## config.mk

```make
export PLATFORM = sky130hd
export DESIGN_NAME = alu_result_stage_flat
export DESIGN_NICKNAME = d
export VERILOG_FILES = /design/src/rtl/alu_result_stage_if.sv /design/src/rtl/alu_result_stage.sv /design/src/flat_wrapper.sv
export SDC_FILE = /design/constraint.sdc
export NUM_CORES = 1
export LEC_CHECK = 0
export CORE_MARGIN = 4
export CORE_UTILIZATION = 41
export DETAILED_ROUTE_END_ITERATION = 10
export PLACE_DENSITY = 0.92
export SLEW_MARGIN = 30
export SYNTH_ARGS = -nofsm -noshare
export SYNTH_HDL_FRONTEND = slang
export SYNTH_SLANG_ARGS = --single-unit
export TNS_END_PERCENT = 5
```

## constraint.sdc

```tcl
create_clock -name clk -period 2.21 [get_ports clk]
set_input_delay 0.3315 -clock clk [delete_from_list [all_inputs] [get_ports clk]]
set_output_delay 0.3315 -clock clk [all_outputs]
set_load 0.01 [all_outputs]
```

## src/rtl/alu_result_stage_if.sv

```systemverilog
// rtl/alu_result_stage_if.sv - handshake, flag and condition bundle for alu_result_stage
//
// Purpose: groups every non-clock signal of the ALU result stage.
//   master modport : ALU / jump-unit / regfile side (testbench drives this)
//   slave  modport : the result stage itself
// Signals:
//   in_valid/in_ready, in_op, in_result, in_O/S/C/Z, in_rd, in_wen, in_setflags : ALU input stream
//   out_valid/out_ready, out_result, out_rd, out_wen                          : registered output stream
//   flag_O/S/C/Z                                                              : committed flag register
//   cond_sel/cond_true                                                        : branch condition query
interface alu_result_stage_if #(
  parameter int WIDTH = 32,
  parameter int RD_W  = 4
);
  logic             in_valid;
  logic             in_ready;
  logic [4:0]       in_op;
  logic [WIDTH-1:0] in_result;
  logic             in_O;
  logic             in_S;
  logic             in_C;
  logic             in_Z;
  logic [RD_W-1:0]  in_rd;
  logic             in_wen;
  logic             in_setflags;
  logic             out_valid;
  logic             out_ready;
  logic [WIDTH-1:0] out_result;
  logic [RD_W-1:0]  out_rd;
  logic             out_wen;
  logic             flag_O;
  logic             flag_S;
  logic             flag_C;
  logic             flag_Z;
  logic [2:0]       cond_sel;
  logic             cond_true;

  modport master (
    output in_valid, in_op, in_result, in_O, in_S, in_C, in_Z, in_rd, in_wen, in_setflags,
    output out_ready, cond_sel,
    input  in_ready, out_valid, out_result, out_rd, out_wen,
    input  flag_O, flag_S, flag_C, flag_Z, cond_true
  );

  modport slave (
    input  in_valid, in_op, in_result, in_O, in_S, in_C, in_Z, in_rd, in_wen, in_setflags,
    input  out_ready, cond_sel,
    output in_ready, out_valid, out_result, out_rd, out_wen,
    output flag_O, flag_S, flag_C, flag_Z, cond_true
  );
endinterface

```

## src/rtl/alu_result_stage.sv

```systemverilog
// rtl/alu_result_stage.sv - ALU result register stage with flag register and branch condition
//
// Purpose: single-entry valid/ready register behind the ALU. Latches result, destination
// and write enable; commits O/S/C/Z flags on acceptance according to the op class; evaluates
// the branch condition selected by cond_sel against the committed flags.
// Ports:
//   clk   : rising-edge clock
//   reset : asynchronous, active-high reset
//   bus   : alu_result_stage_if.slave (input stream, output stream, flags, condition)
module alu_result_stage #(
  parameter int WIDTH = 32,
  parameter int RD_W  = 4
) (
  input  logic                clk,
  input  logic                reset,
  alu_result_stage_if.slave   bus
);

  logic             valid_q;
  logic [WIDTH-1:0] result_q;
  logic [RD_W-1:0]  rd_q;
  logic             wen_q;
  logic             o_q;
  logic             s_q;
  logic             c_q;
  logic             z_q;

  logic             ready;
  logic             transfer;
  logic             cls_arith;
  logic             cls_shift;
  logic             cls_logic;

  // Full throughput: an occupied register still accepts when it drains on the same edge.
  assign ready    = !valid_q || bus.out_ready;
  assign transfer = bus.in_valid && ready;

  // Op classes that touch flags; everything else in 01xxx (loadlit/lcl/lch, ...) leaves them.
  assign cls_arith = (bus.in_op[4:3] == 2'b00);
  assign cls_shift = (bus.in_op[4:1] == 4'b0100);
  assign cls_logic = bus.in_op[4];

  always_ff @(posedge clk or posedge reset) begin
    if (reset) begin
      valid_q  <= 1'b0;
      result_q <= '0;
      rd_q     <= '0;
      wen_q    <= 1'b0;
      o_q      <= 1'b0;
      s_q      <= 1'b0;
      c_q      <= 1'b0;
      z_q      <= 1'b0;
    end else if (transfer) begin
      valid_q  <= 1'b1;
      result_q <= bus.in_result;
      rd_q     <= bus.in_rd;
      wen_q    <= bus.in_wen;
      // Flags commit at acceptance so a stalled consumer never delays them.
      if (bus.in_setflags) begin
        if (cls_arith) begin
          o_q <= bus.in_O;
          s_q <= bus.in_S;
          c_q <= bus.in_C;
          z_q <= bus.in_Z;
        end else if (cls_shift) begin
          o_q <= 1'b0;
          s_q <= bus.in_S;
          c_q <= bus.in_C;
          z_q <= bus.in_Z;
        end else if (cls_logic) begin
          o_q <= 1'b0;
          s_q <= bus.in_S;
          c_q <= 1'b0;
          z_q <= bus.in_Z;
        end
      end
    end else if (bus.out_ready) begin
      valid_q <= 1'b0;
    end
  end

  // Condition uses committed flags only; an in-flight update is not forwarded.
  always_comb begin
    bus.cond_true = 1'b0;
    case (bus.cond_sel)
      3'b000:  bus.cond_true = 1'b1;
      3'b001:  bus.cond_true = z_q;
      3'b010:  bus.cond_true = !z_q;
      3'b011:  bus.cond_true = s_q;
      3'b100:  bus.cond_true = !s_q;
      3'b101:  bus.cond_true = c_q;
      3'b110:  bus.cond_true = o_q;
      default: bus.cond_true = 1'b0;
    endcase
  end

  assign bus.in_ready   = ready;
  assign bus.out_valid  = valid_q;
  assign bus.out_result = result_q;
  assign bus.out_rd     = rd_q;
  assign bus.out_wen    = wen_q;
  assign bus.flag_O     = o_q;
  assign bus.flag_S     = s_q;
  assign bus.flag_C     = c_q;
  assign bus.flag_Z     = z_q;

endmodule

```

## src/flat_wrapper.sv

```systemverilog
// flat-port wrapper written by rule: the top's interface ports become plain ports
module alu_result_stage_flat 
#(
  parameter int WIDTH = 32,
  parameter int RD_W  = 4
)
  (clk, reset, bus_in_valid, bus_in_op, bus_in_result, bus_in_O, bus_in_S, bus_in_C, bus_in_Z, bus_in_rd, bus_in_wen, bus_in_setflags, bus_out_ready, bus_cond_sel, bus_in_ready, bus_out_valid, bus_out_result, bus_out_rd, bus_out_wen, bus_flag_O, bus_flag_S, bus_flag_C, bus_flag_Z, bus_cond_true);
  alu_result_stage_if #(.WIDTH(WIDTH), .RD_W(RD_W)) bus_i ();
  input  logic clk;
  input  logic reset;
  input wire logic [$bits(bus_i.in_valid)-1:0] bus_in_valid;
  input wire logic [$bits(bus_i.in_op)-1:0] bus_in_op;
  input wire logic [$bits(bus_i.in_result)-1:0] bus_in_result;
  input wire logic [$bits(bus_i.in_O)-1:0] bus_in_O;
  input wire logic [$bits(bus_i.in_S)-1:0] bus_in_S;
  input wire logic [$bits(bus_i.in_C)-1:0] bus_in_C;
  input wire logic [$bits(bus_i.in_Z)-1:0] bus_in_Z;
  input wire logic [$bits(bus_i.in_rd)-1:0] bus_in_rd;
  input wire logic [$bits(bus_i.in_wen)-1:0] bus_in_wen;
  input wire logic [$bits(bus_i.in_setflags)-1:0] bus_in_setflags;
  input wire logic [$bits(bus_i.out_ready)-1:0] bus_out_ready;
  input wire logic [$bits(bus_i.cond_sel)-1:0] bus_cond_sel;
  output wire logic [$bits(bus_i.in_ready)-1:0] bus_in_ready;
  output wire logic [$bits(bus_i.out_valid)-1:0] bus_out_valid;
  output wire logic [$bits(bus_i.out_result)-1:0] bus_out_result;
  output wire logic [$bits(bus_i.out_rd)-1:0] bus_out_rd;
  output wire logic [$bits(bus_i.out_wen)-1:0] bus_out_wen;
  output wire logic [$bits(bus_i.flag_O)-1:0] bus_flag_O;
  output wire logic [$bits(bus_i.flag_S)-1:0] bus_flag_S;
  output wire logic [$bits(bus_i.flag_C)-1:0] bus_flag_C;
  output wire logic [$bits(bus_i.flag_Z)-1:0] bus_flag_Z;
  output wire logic [$bits(bus_i.cond_true)-1:0] bus_cond_true;
  assign bus_i.in_valid = bus_in_valid;
  assign bus_i.in_op = bus_in_op;
  assign bus_i.in_result = bus_in_result;
  assign bus_i.in_O = bus_in_O;
  assign bus_i.in_S = bus_in_S;
  assign bus_i.in_C = bus_in_C;
  assign bus_i.in_Z = bus_in_Z;
  assign bus_i.in_rd = bus_in_rd;
  assign bus_i.in_wen = bus_in_wen;
  assign bus_i.in_setflags = bus_in_setflags;
  assign bus_i.out_ready = bus_out_ready;
  assign bus_i.cond_sel = bus_cond_sel;
  assign bus_in_ready = bus_i.in_ready;
  assign bus_out_valid = bus_i.out_valid;
  assign bus_out_result = bus_i.out_result;
  assign bus_out_rd = bus_i.out_rd;
  assign bus_out_wen = bus_i.out_wen;
  assign bus_flag_O = bus_i.flag_O;
  assign bus_flag_S = bus_i.flag_S;
  assign bus_flag_C = bus_i.flag_C;
  assign bus_flag_Z = bus_i.flag_Z;
  assign bus_cond_true = bus_i.cond_true;
  alu_result_stage #(.WIDTH(WIDTH), .RD_W(RD_W)) u_core (.clk(clk), .reset(reset), .bus(bus_i));
endmodule
```

### Yosys cells after proc, flatten, opt, wreduce, memory -nomap -nowiden

Index checks and enable logic that the tools add are counted.

| storage, ports and cells | value |
|---|---|
| flip-flop bits (word level) | 42 |
| input bits | 54 |
| output and inout port bits | 44 |
| word-level logic and storage cells | 39 |

| operators by class | value |
|---|---|
| equality and inequality tests | 7 |
| muxes and demuxes | 14 |
| reductions and logical operators | 10 |

Operators with widths:

| operator | number |
|---|---|
| $mux 1 | 13 |
| $eq 3x3->1 const B | 3 |
| $pmux 1 s7 | 1 |
| $eq 3x2->1 const B | 2 |
| $eq 4x3->1 const B | 1 |
| $eq 3x1->1 const B | 1 |
| $logic_not 1->1 | 3 |
| $logic_not 3->1 | 1 |
| $reduce_and 3->1 | 1 |
| $reduce_bool 3->1 | 1 |
| $logic_not 2->1 | 1 |
| $reduce_bool 2->1 | 1 |
| $logic_and 1x1->1 | 1 |
| $logic_or 1x1->1 | 1 |

### Logic depth before layout (Yosys ltp)

Gate-level depths: netlist of the first run.

| logic depth | value |
|---|---|
| depth after elaboration | 4 |
| gate-level depth with buffers | 4 |
| depth with buffers taken out | 3 |

### Worst setup path before layout of the first run

Ideal clock, no wire load.

| path | value |
|---|---|
| path kind | flip-flop to output port |
| start | reg u_core.c_q, in the netlist u_core.bus.flag_C |
| end | out bus_cond_true |
| arrival time | 0.933 ns |
| data required time | 1.879 ns |
| path slack | 0.945 ns |
| stages on the path, launching flop included | 4 |
| path buffers | 0 |
| cell sequence | dfrtp_1 -> nand2_1 -> o221a_2 -> o22ai_1 |

| on the way | value |
|---|---|
| word-level cells in the longest chain between the ends | 1 |

Ends and longest elaborated chain:

| item | RTL line | text |
|---|---|---|
| start: declaration | alu_result_stage.sv:25 | `logic c_q;` |
| start signal: assignment | alu_result_stage.sv:63 | `c_q <= bus.in_C;` |
| start signal: assignment | alu_result_stage.sv:68 | `c_q <= bus.in_C;` |
| $pmux 1 s7 | alu_result_stage.sv:85 | `case (bus.cond_sel)` |
| end: declaration | flat_wrapper.sv:32 | `output wire logic [$bits(bus_i.cond_true)-1:0] bus_cond_true;` |

No other way between the ends.

### Worst setup path after layout of the first run

| path | value |
|---|---|
| start | in bus_cond_sel[1] |
| end | out bus_cond_true |

| on the way | value |
|---|---|
| word-level cells in the longest chain between the ends | 2 |
| elaborated cells on any way between the ends | 8 |
| those cells by class | eq/ne (6); mux (1); reduce/logical (1) |

Ends and longest elaborated chain:

| item | RTL line | text |
|---|---|---|
| start: declaration | flat_wrapper.sv:22 | `input wire logic [$bits(bus_i.cond_sel)-1:0] bus_cond_sel;` |
| $eq 3x3->1 (tied with other cells) | alu_result_stage.sv:85 |  |
| $pmux 1 s7 * | alu_result_stage.sv:85 |  |

Mark *: on every way between the ends. The rest lies on a longest branch, timed or not.

==> metrics.txt, run 1 <==
# TYPE chip_impl_metric gauge
chip_impl_info{name="run_status",value="finished clean"} 1
chip_impl_metric{name="path_max_fanout",unit=""} 4
chip_impl_metric{name="intPower",unit="mW"} 1.66
chip_impl_metric{name="ios",unit=""} 98
chip_impl_metric{name="core_area",unit="um2"} 4120
chip_impl_metric{name="tightestPinTransition",unit="ps"} 648
chip_impl_metric{name="relSlewSlack",unit=""} 0.566
chip_impl_metric{name="maximum_clock_frequency",unit="GHz"} 0.506
chip_impl_metric{name="dp_worst_setup_slack",unit="ps"} -44.2
chip_impl_info{name="root_driver",value="sky130_fd_sc_hd__clkbuf_8"} 1
chip_impl_metric{name="number_of_synthesized_register_bits",unit=""} 42
chip_impl_metric{name="net-switching-power",unit="mW"} 0.549
chip_impl_metric{name="syn-mean-instance-area",unit="um2"} 17.1
chip_impl_metric{name="power.leakage",unit="nW"} 1.30
chip_impl_info{name="critPathLaunchType",value="primary input"} 1
chip_impl_info{name="timing.setup.critical_path_class",value="primary input to output pin"} 1
chip_impl_metric{name="fin_worst_skew",unit="ps"} 3.22
chip_impl_metric{name="timing.critical_path.arrival",unit="ps"} 1650
chip_impl_metric{name="cts_max_level",unit=""} 2
chip_impl_metric{name="number_of_port_buffers",unit=""} 96
chip_impl_metric{name="initial_utilization",unit=""} 0.433
chip_impl_info{name="critical-path-top-delay-family",value="buffers and inverters"} 1
chip_impl_metric{name="period_share",unit=""} 0.895
chip_impl_metric{name="pwr-share-seq",unit=""} 0.433
chip_impl_info{name="ordered_cell_list_for_the_critical_path",value="clkdlybuf4s50_1 > nand2_1 > o221a_2 > o22ai_1 > dlygate4sd2_1"} 1
chip_impl_metric{name="cap_viol_max_count",unit=""} 0
chip_impl_metric{name="grt_start_max_net_pins",unit=""} 27
chip_impl_metric{name="post_synth_num_cell_types",unit=""} 20
chip_impl_metric{name="drt_pass1_iterations",unit=""} 4
chip_impl_metric{name="share_of_the_core_filled_with_cells",unit=""} 0.713
chip_impl_metric{name="antenna_diode_count",unit=""} 0
chip_impl_metric{name="fin_ws",unit="ps"} 232
chip_impl_metric{name="global_route.usage.total",unit=""} 0.165
chip_impl_metric{name="switching_share",unit=""} 0.249
chip_impl_metric{name="avgViaCountPerCell",unit=""} 4.97
chip_impl_metric{name="vias_in_the_first_global_route",unit=""} 1355
chip_impl_metric{name="floorplan.die.width",unit="um"} 73.9
chip_impl_metric{name="synth.yosys.warnings",unit=""} 0
chip_impl_metric{name="seq_area_frac_synth",unit=""} 0.590
chip_impl_metric{name="crit_required",unit="ps"} 1880
chip_impl_metric{name="tritoncts_num_sinks",unit=""} 42
chip_impl_info{name="worst_hold_path_type",value="primary input to async pin"} 1
chip_impl_metric{name="finish.cell_count_without_fillers",unit=""} 259
chip_impl_info{name="slowest_stage",value="sky130_fd_sc_hd__clkdlybuf4s50_1"} 1
chip_impl_metric{name="comb_power_share",unit=""} 0.294
chip_impl_metric{name="cts_setup_buffers",unit=""} 0
chip_impl_metric{name="hold-worst-slack",unit="ps"} 352
chip_impl_metric{name="dpl.hpwl",unit="um"} 3510
chip_impl_metric{name="grt_pass1_wl",unit="um"} 6710
chip_impl_info{name="setup.worst_path.end_class",value="output pin"} 1
chip_impl_metric{name="core.rowCount",unit=""} 23
chip_impl_metric{name="clkLatencyLatePin",unit="ps"} 290
chip_impl_metric{name="setup.reg_to_reg.worst_slack",unit="ps"} 820
chip_impl_metric{name="net_count_after_synthesis",unit=""} 158
chip_impl_metric{name="pwr_density_cell",unit="nW/um2"} 751
chip_impl_info{name="synth_top_cell_by_area",value="sky130_fd_sc_hd__dfrtp_1"} 1
chip_impl_metric{name="post-place-cells",unit=""} 251
chip_impl_metric{name="syn_area",unit="um2"} 1780
chip_impl_metric{name="detailed_route_wl",unit="um"} 4580
chip_impl_metric{name="drc",unit=""} 0
chip_impl_metric{name="final_hold_viol_count",unit=""} 0
chip_impl_metric{name="drt_first_iter_violations",unit=""} 38
chip_impl_info{name="tritoncts",value="done"} 1
chip_impl_metric{name="routability_driven_placement_congestion_ratio",unit=""} 0.718
chip_impl_metric{name="drive_above_1_share",unit=""} 0.263
chip_impl_metric{name="globalRouteOverflowTotal",unit=""} 0
chip_impl_metric{name="timing.final.crit_period",unit="ps"} 1980
chip_impl_metric{name="timing.final.max_slew_violations",unit=""} 0
chip_impl_metric{name="clockBufferDepth",unit=""} 2
chip_impl_metric{name="crit_path_max_incr_delay",unit="ps"} 530
chip_impl_metric{name="syn-instance-count",unit=""} 104
chip_impl_info{name="synthTopCellsByArea",value="sky130_fd_sc_hd__dfrtp_1 (59%), sky130_fd_sc_hd__mux2_4 (25%), sky130_fd_sc_hd__mux2_2 (6.3%), sky130_fd_sc_hd__buf_6 (1.9%), sky130_fd_sc_hd__o2111ai_2 (0.84%)"} 1
chip_impl_metric{name="synth_top_area_share",unit=""} 0.590
chip_impl_metric{name="report.final.setup_viol",unit=""} 0
chip_impl_info{name="rsz0062_at_grt",value="no"} 1
chip_impl_metric{name="design.final.nets",unit=""} 262
chip_impl_metric{name="clock_buffers_created_by_tritoncts",unit=""} 5
chip_impl_metric{name="fillerInstances",unit=""} 282
chip_impl_metric{name="pwr-share-clk",unit=""} 0.274
chip_impl_info{name="worstReg2RegEnd",value="u_core.bus.out_result[23]$_DFFE_PP0P_"} 1
chip_impl_metric{name="worst_r2r_path_depth",unit=""} 4
chip_impl_metric{name="fp.dieH",unit="um"} 73.9
chip_impl_metric{name="dr_total_vias",unit=""} 1288
chip_impl_info{name="reg2reg_from",value="u_core.bus.out_valid$_DFFE_PP0P_"} 1
chip_impl_metric{name="avgRoutedWirePerCell",unit="um"} 17.7
chip_impl_metric{name="area_delta_synth_final",unit="%"} 64.7
chip_impl_metric{name="initial_antenna_violation_count",unit=""} 0
chip_impl_metric{name="route.antenna.remaining_nets",unit=""} 0
chip_impl_metric{name="die_area",unit="um2"} 5460
chip_impl_metric{name="vdd_drop_max",unit="mV"} 0.404
chip_impl_metric{name="cts.clk_slew.worst_paths",unit="ps"} 80
chip_impl_metric{name="path_buf_inv",unit=""} 2
-- power groups by stage --
stage / clock network (mW) / registers (mW) / logic, mW
CTS: 0.612 / 0.952 / 0.657
floorplan: 0 / 1.01 / 0.220
finish: 0.603 / 0.954 / 0.648
global route: 0.643 / 0.966 / 0.685
detailed placement: 0 / 0.966 / 0.657
global placement: 0 / 0.957 / 0.641
-- layout by cell type, fill, tap and decap left out, drive strengths merged --
cell type	instances
o221a	1
bufinv	1
dfrtp	42
a311oi	1
nor2	2
nand3	1
nand2b	2
o22ai	1
nand2	3
clkdlybuf4s50	95
o2111ai	1
clkinvlp	1
mux2	40
o2bb2ai	1
inv	1
nor3b	1
o21ai	1
nand3b	1
clkbuf	6
buf	4
clkinv	1
dlygate4sd2	1
a21oi	1
-- how the worst max path moves through the flow --
| stage | startpoint | to | slack, ps | cells past startpoint |
|---|---|---|---|---|
| after floorplan | reset | u_core.bus.flag_C$_DFFE_PP0P_ | 900 | 1 |
| after global placement | bus_cond_sel[0] | bus_cond_true | 30 | 5 |
| after detailed placement | bus_cond_sel[1] | bus_cond_true | -40 | 5 |
| after CTS | bus_cond_sel[1] | bus_cond_true | 240 | 5 |
| after global routing | bus_cond_sel[0] | bus_cond_true | 150 | 5 |
| final | bus_cond_sel[1] | bus_cond_true | 230 | 5 |
-- through the flow --
step                area [um2]  power, mW  TNS, ps
floorplan                 1780       1.23        0
global placement          2830       1.60        0
detailed placement        2830       1.62    -44.2
CTS                       2940       2.22        0
global route              2940       2.29        0
finish                    2940       2.20        0
-- Yosys cell counts --
cell	count
sky130_fd_sc_hd__nor2_1	2
sky130_fd_sc_hd__dfrtp_1	42
sky130_fd_sc_hd__nand3b_1	1
sky130_fd_sc_hd__o2111ai_2	1
sky130_fd_sc_hd__o21ai_1	1
sky130_fd_sc_hd__nand2b_4	1
sky130_fd_sc_hd__nor3b_1	1
sky130_fd_sc_hd__o22ai_1	1
sky130_fd_sc_hd__inv_1	2
sky130_fd_sc_hd__o2bb2ai_1	1
sky130_fd_sc_hd__nand2b_1	1
sky130_fd_sc_hd__a311oi_1	1
sky130_fd_sc_hd__nand2_1	2
sky130_fd_sc_hd__mux2_2	10
sky130_fd_sc_hd__mux2_4	30
sky130_fd_sc_hd__o221a_2	1
sky130_fd_sc_hd__a21oi_1	1
sky130_fd_sc_hd__nand3_1	1
sky130_fd_sc_hd__buf_6	3
sky130_fd_sc_hd__nand2_4	1
-- final cells by class --
class,instances,area (um2),share of cell area
sequential,42,1050,0.358
timing repair buffer,100,1010,0.346
multi-input combinational,57,689,0.235
clock buffer,6,72.6,0.0247
tap,50,62.6,0.0213
clock inverter,2,37.5,0.0128
inverter,2,7.51,0.00256
-- worst register-to-register path, delay by kind of cell, from the launching register on --
| family | cells | cell delay [ps] |
|---|---|---|
| AND/OR/NAND/NOR | 2 | 310 |
| flip-flops | 1 | 400 |
| buffers and inverters | 1 | 220 |
| multiplexers | 1 | 360 |
-- cell families (layout without fill, tap and decap cells) --
logic type,after synthesis,in the layout,synth area share
and+or+nand+nor,10,10,0.0372
AOI/OAI and AO/OA,7,7,0.0337
buffers and inverters,5,110,0.0232
DFF,42,42,0.590
muxes,40,40,0.316
-- sequential cells by signal, summed over array words and instances (netlist names) --
register               count
u_core.bus.out_result     32
u_core.bus.out_rd          4
u_core.bus.out_wen         1
u_core.bus.flag_O          1
u_core.bus.flag_Z          1
u_core.bus.out_valid       1
u_core.bus.flag_S          1
u_core.bus.flag_C          1
-- metal layers --
| metal | share of wire | wire length, um | global-route usage |
|---|---|---|---|
| met5 | 0 | 0 | 0 |
| met4 | 0.012 | 55 | 0.0584 |
| met3 | 0.086 | 395 | 0.0465 |
| met2 | 0.50 | 2290 | 0.286 |
| met1 | 0.40 | 1830 | 0.194 |
-- what timing repair did --
action                     in CTS  in global routing
hold buffers                    0                  0
setup endpoints to repair       1                  0
gates resized for setup         1                  0
No activity file was read; power rests on OpenSTA's default activity.
==> run 2, diff against run 1 <==
Settings changed: PLACE_DENSITY 0.92 to unset, PLACE_DENSITY_LB_ADDON set to 0.05.
==> run 2 against run 1 <==
Net effect:
- clock skew increased by 2.9 ps
- flip-flop and latch count unchanged
- sequential share of layout area about the same
- cell count stayed put
- count of clock-buffer cells in the layout is 1 lower
- critical endpoint unchanged
- largest cell class unchanged
==> metrics.txt, run 2 (synthesized netlist as in run 1, its figures left out) <==
# TYPE chip_impl_metric gauge
chip_impl_info{name="run_status",value="finished clean"} 1
chip_impl_metric{name="worst_r2r_path_depth",unit=""} 4
chip_impl_metric{name="grt_start_max_net_pins",unit=""} 26
chip_impl_metric{name="path_max_fanout",unit=""} 4
chip_impl_info{name="timing.setup.critical_path_class",value="primary input to output pin"} 1
chip_impl_metric{name="globalRouteOverflowTotal",unit=""} 0
chip_impl_metric{name="initial_antenna_violation_count",unit=""} 0
chip_impl_metric{name="period_share",unit=""} 0.890
chip_impl_metric{name="share_of_the_core_filled_with_cells",unit=""} 0.713
chip_impl_info{name="tritoncts",value="done"} 1
chip_impl_metric{name="report.final.setup_viol",unit=""} 0
chip_impl_info{name="root_driver",value="sky130_fd_sc_hd__clkbuf_8"} 1
chip_impl_metric{name="dr_total_vias",unit=""} 1235
chip_impl_info{name="crit_start",value="bus_cond_sel[0]"} 1
chip_impl_info{name="worst_hold_path_type",value="primary input to async pin"} 1
chip_impl_metric{name="cts.clk_slew.worst_paths",unit="ps"} 80
chip_impl_metric{name="die_area",unit="um2"} 5460
chip_impl_info{name="layout.cells.most_common",value="sky130_fd_sc_hd__clkdlybuf4s50_1"} 1
chip_impl_metric{name="largest_register_ff_count",unit=""} 32
chip_impl_metric{name="core_area",unit="um2"} 4120
chip_impl_metric{name="design.final.nets",unit=""} 262
chip_impl_metric{name="fp.dieH",unit="um"} 73.9
chip_impl_metric{name="setup.reg_to_reg.worst_slack",unit="ps"} 870
chip_impl_metric{name="detailed_route_wl",unit="um"} 4160
chip_impl_metric{name="avgRoutedWirePerCell",unit="um"} 16.0
chip_impl_metric{name="vdd_drop_max",unit="mV"} 0.536
chip_impl_metric{name="route.antenna.remaining_nets",unit=""} 0
chip_impl_metric{name="floorplan.die.width",unit="um"} 73.9
chip_impl_metric{name="fillerInstances",unit=""} 282
chip_impl_info{name="setup.worst_path.end_class",value="output pin"} 1
chip_impl_metric{name="crit_required",unit="ps"} 1880
chip_impl_info{name="rsz0062_at_grt",value="no"} 1
chip_impl_metric{name="vias_in_the_first_global_route",unit=""} 1334
chip_impl_metric{name="core.rowCount",unit=""} 23
chip_impl_metric{name="drt_pass1_iterations",unit=""} 4
chip_impl_metric{name="ios",unit=""} 98
chip_impl_info{name="reg2reg_from",value="u_core.bus.out_valid$_DFFE_PP0P_"} 1
chip_impl_metric{name="global_route.usage.total",unit=""} 0.164
chip_impl_metric{name="pwr_density_cell",unit="nW/um2"} 743
chip_impl_metric{name="cts_max_level",unit=""} 2
chip_impl_metric{name="cts_hold_buffers",unit=""} 0
chip_impl_metric{name="routability_driven_placement_congestion_ratio",unit=""} 0.846
chip_impl_metric{name="timing.final.crit_period",unit="ps"} 1970
chip_impl_info{name="worstReg2RegEnd",value="u_core.bus.out_result[20]$_DFFE_PP0P_"} 1
chip_impl_metric{name="number_of_port_buffers",unit=""} 96
chip_impl_metric{name="antenna_diode_count",unit=""} 0
chip_impl_metric{name="power.leakage",unit="nW"} 1.31
chip_impl_metric{name="fin_worst_skew",unit="ps"} 6.12
chip_impl_metric{name="tritoncts_num_sinks",unit=""} 42
chip_impl_metric{name="drt_first_iter_violations",unit=""} 18
chip_impl_metric{name="maximum_clock_frequency",unit="GHz"} 0.508
chip_impl_metric{name="tightestPinTransition",unit="ps"} 655
chip_impl_metric{name="area_delta_synth_final",unit="%"} 64.7
chip_impl_metric{name="clock_buffers_created_by_tritoncts",unit=""} 5
chip_impl_metric{name="grt_pass1_wl",unit="um"} 6590
chip_impl_metric{name="drive_above_1_share",unit=""} 0.268
chip_impl_metric{name="avgViaCountPerCell",unit=""} 4.77
chip_impl_metric{name="timing.setup.tns",unit="ps"} 0
chip_impl_metric{name="clkLatencyLatePin",unit="ps"} 290
chip_impl_metric{name="timing.critical_path.arrival",unit="ps"} 1640
chip_impl_info{name="critPathLaunchType",value="primary input"} 1
chip_impl_metric{name="clockBufferDepth",unit=""} 2
chip_impl_metric{name="cap_viol_max_count",unit=""} 0
chip_impl_metric{name="final_hold_viol_count",unit=""} 0
chip_impl_metric{name="timing.final.max_slew_violations",unit=""} 0
chip_impl_metric{name="dpl.hpwl",unit="um"} 3210
chip_impl_metric{name="drc",unit=""} 0
chip_impl_metric{name="cts_setup_buffers",unit=""} 0
chip_impl_info{name="top_library_cells_by_usage_in_the_layout_fill_and_taps_aside",value="sky130_fd_sc_hd__clkdlybuf4s50_1 (95), sky130_fd_sc_hd__dfrtp_1 (42), sky130_fd_sc_hd__mux2_4 (30)"} 1
chip_impl_metric{name="relSlewSlack",unit=""} 0.561
chip_impl_metric{name="initial_utilization",unit=""} 0.433
-- run 2: worst max path at each step --
stage / end / slack, ps / cells after the start
after global placement: bus_cond_true / 40 / 5
after detailed placement: bus_cond_true / 5 / 5
final: bus_cond_true / 240 / 6
after global routing: bus_cond_true / 140 / 6
after CTS: bus_cond_true / 240 / 6
after floorplan: u_core.bus.flag_C$_DFFE_PP0P_ / 900 / 1
-- run 2: where the power goes --
group / switching (mW) / internal [mW] / total (mW) / leakage, nW
clock: 0.254 / 0.332 / 0.586 / 0.0579
sequential: 0.0681 / 0.882 / 0.950 / 0.494
combinational: 0.208 / 0.438 / 0.645 / 0.753
-- run 2: layout make-up --
| type | count | area (um2) | share of cell area |
|---|---|---|---|
| inverters | 2 | 7.51 | 0.00256 |
| well taps | 50 | 62.6 | 0.0213 |
| clock buffers | 5 | 68.8 | 0.0235 |
| repair buffers | 100 | 1010 | 0.346 |
| clock inverters | 3 | 40.0 | 0.0136 |
| multi-input cells | 57 | 689 | 0.235 |
| flip-flops and latches | 42 | 1050 | 0.358 |
-- run 2: layer usage --
layer	GRT usage	up-vias	part of all wire	wire [um]
li1	-	579	-	-
met1	0.197	584	0.40	1660
met2	0.271	65	0.49	2040
met3	0.0575	7	0.094	391
met4	0.0604	0	0.015	61
met5	0	-	0	0
-- run 2: critical path, stage by stage --
cell and delay, ps:
sky130_fd_sc_hd__clkdlybuf4s50_1 480, sky130_fd_sc_hd__buf_4 130, sky130_fd_sc_hd__nor2_1 40, sky130_fd_sc_hd__a311oi_1 240
sky130_fd_sc_hd__o22ai_1 120, sky130_fd_sc_hd__dlygate4sd2_1 290
-- run 2: metrics by stage --
stage	worst slack [ps]	power, mW	hold slack [ps]	instance area (um2)	instances
after global routing	138	2.30	381	2930	259
after floorplan	904	1.23	440	1780	104
after detailed placement	4.84	1.62	492	2830	251
after global placement	37.4	1.60	487	2830	251
after CTS	236	2.21	359	2930	259
final	243	2.18	352	2930	259
-- run 2: repair_timing --
action                                  in CTS  in global routing
gates resized for setup                      1                  0
hold endpoints to repair                     0                  0
endpoints found under the setup margin       1                  0
==> variant, RTL diff (flow settings as in run 2) <==
`RD_W` is set to 4 in 3 places; all go to 5.
--- a/src/rtl/alu_result_stage_if.sv
+++ b/src/rtl/alu_result_stage_if.sv
@@ -11,5 +11,5 @@
 interface alu_result_stage_if #(
   parameter int WIDTH = 32,
-  parameter int RD_W  = 4
+  parameter int RD_W  = 5
 );
   logic             in_valid;
--- a/src/rtl/alu_result_stage.sv
+++ b/src/rtl/alu_result_stage.sv
@@ -10,5 +10,5 @@
 module alu_result_stage #(
   parameter int WIDTH = 32,
-  parameter int RD_W  = 4
+  parameter int RD_W  = 5
 ) (
   input  logic                clk,
--- a/src/flat_wrapper.sv
+++ b/src/flat_wrapper.sv
@@ -3,5 +3,5 @@
 #(
   parameter int WIDTH = 32,
-  parameter int RD_W  = 4
+  parameter int RD_W  = 5
 )
   (clk, reset, bus_in_valid, bus_in_op, bus_in_result, bus_in_O, bus_in_S, bus_in_C, bus_in_Z, bus_in_rd, bus_in_wen, bus_in_setflags, bus_out_ready, bus_cond_sel, bus_in_ready, bus_out_valid, bus_out_result, bus_out_rd, bus_out_wen, bus_flag_O, bus_flag_S, bus_flag_C, bus_flag_Z, bus_cond_true);
Ports: changed (resized bus_in_rd and bus_out_rd); port bits go from 98 to 100. No check against the original RTL was run, so the function may have changed too.
==> variant against run 2 <==
- hold slack got worse by 0.036 ns
- clock skew fell by 0.0018 ns
- sequential cell count rose by 1
- wire length rose by 3.6%
- fmax fell by 0.39%
- setup slack got worse by 0.0077 ns
- synthesized area rose by 0.56%
- first-iteration DRC count fell by 11%
- cell area rose by 0.81%
- critical endpoint unchanged
- highest routed layer unchanged
- power rose by 2.1%
- largest power group unchanged
==> variant: results (changes against run 2) <==
metric	value	unit	change
status	finished, final reports clean		
grt_pass1_wl	6.87	mm	+4.3%
fill_cells	278		-1.4%
dr_wl_met3	447	µm	+14%
power.leakage	1.29	nW	-1.4%
max_stage_delay	0.45	ns	-0.03 ns
slew_headroom	63.8	%	+7.8 points
finalClockSkew	0.00436	ns	-0.00176 ns
yosys-top-cells-area	dfrtp_1 60%, mux2_4 17%, mux2_2 13%		
viasPerCell	4.87		+2.2%
drtIter0Drc	16		-2
place_congestion	0.727		-14%
ys_seq_area_share	60.1	%	+1.1 points
synth_nets	162		+2.5%
grt_usage	16.8	%	+0.41 points
place_hpwl	3.41	mm	+6.4%
largest_register_ffs	32		unchanged
cts_buffers	5		unchanged
drt_wl_total	4.30	mm	+3.6%
vdd_drop_max	0.000436	V	-19%
worstPathMaxFanout	3		-1
nNetsFinal	268		+2.3%
met1_length	1.60	mm	-3.4%
routed.top_layer	met4		
critPathSlowestCell	clkdlybuf4s50_1		
io_buffers	98		+2.1%
grt_pass1_vias	1397		+4.7%
maxCapViolations	0		unchanged
wl_met2	2.15	mm	+5.1%
layout-drive-gt1-share	26.6	%	-0.16 points
synth.distinct_cells	22		+10%
grt_max_degree	17		-35%
root_buffer	clkbuf_8		
synth.top_cells.by_count	43 x dfrtp_1, 21 x mux2_2, 20 x mux2_4		
ys_warn_count	0		unchanged
htreeDepth	2		unchanged
drt_first_pass_iters	4		unchanged
post-place-ws	0.00793	ns	+0.00309 ns
variant: cell types whose count changed in the layout (fill, tap and decap cells not counted), sizes merged:
cell and change:
clkbuf +1, clkdlybuf4s50 +2, mux2 +1, dfrtp +1, clkinv -1, buf +1
variant: final cells by class:
type	count	share of cell area [%]
multi-input cells	58	22.0
repair buffers	103	35.2
clock buffers	6	2.79
flip-flops and latches	43	36.4
inverters	2	0.254
clock inverters	2	1.18
well taps	50	2.12
variant: cells by family after synthesis:
group	after synthesis	share of synthesized area (%)
multiplexers	41	30.0
buffers and inverters	6	3.56
AO/OA/AOI/OAI	7	3.00
AND/OR/NAND/NOR	10	3.42
flip-flops	43	60.1
variant: path summary, 6_finish.rpt:
path / slack [ns] / cells past startpoint / to / start
setup / recovery: 0.23 / 5 / bus_cond_true / bus_cond_sel[0]
max in group asynchronous: 1.34 / 3 / u_core.bus.out_wen / reset
setup reg to reg: 0.76 / 4 / u_core.bus.out_result[24] / u_core.bus.out_valid
hold reg to reg: 0.50 / 1 / u_core.bus.out_result[20] / u_core.bus.out_result[20]
hold / removal: 0.32 / 2 / u_core.bus.out_result[29] / reset
min in group clk: 0.50 / 1 / u_core.bus.out_result[20] / u_core.bus.out_result[20]
variant: power by group:
| part | leakage [nW] | internal (W) | switching, W |
|---|---|---|---|
| Clock | 0.0612 | 0.000365 | 0.000252 |
| Sequential | 0.506 | 0.000903 | 0.0000682 |
| Combinational | 0.720 | 0.000430 | 0.000208 |
| Total | 1.29 | 0.00170 | 0.000528 |
variant: per-layer routing:
layer / vias to the layer above / GRT usage [%]
li1: 587 / -
met1: 628 / 19.1
met2: 61 / 28.4
met3: 10 / 6.22
met4: 0 / 6.84
met5: - / 0
variant: what timing repair did:
action	in CTS	in global routing
buffers inserted	0	0
hold endpoints to repair	0	0
resized for setup	1	0
setup endpoints to repair	1	0
variant: critical path, delay by kind of cell:
family | cells | cell delay, ns
buffers and inverters | 3 | 0.90
AO/OA/AOI/OAI | 2 | 0.41
variant: per-stage QoR:
| stage | cell area (µm²) | power (W) | std cells | hold WS [ns] | utilization, % |
|---|---|---|---|---|---|
| 2_1_floorplan | 1790 | 0.00125 | 107 | 0.440 | - |
| 3_3_place_gp | 2840 | 0.00161 | 256 | 0.487 | 69.0 |
| 3_5_place_dp | 2840 | 0.00163 | 256 | 0.492 | 69.0 |
| 4_1_cts | 2960 | 0.00227 | 264 | 0.322 | 71.9 |
| 5_1_grt | 2960 | 0.00235 | 264 | 0.345 | 71.9 |
| 6_report | 2960 | 0.00223 | 264 | 0.315 | 71.9 |
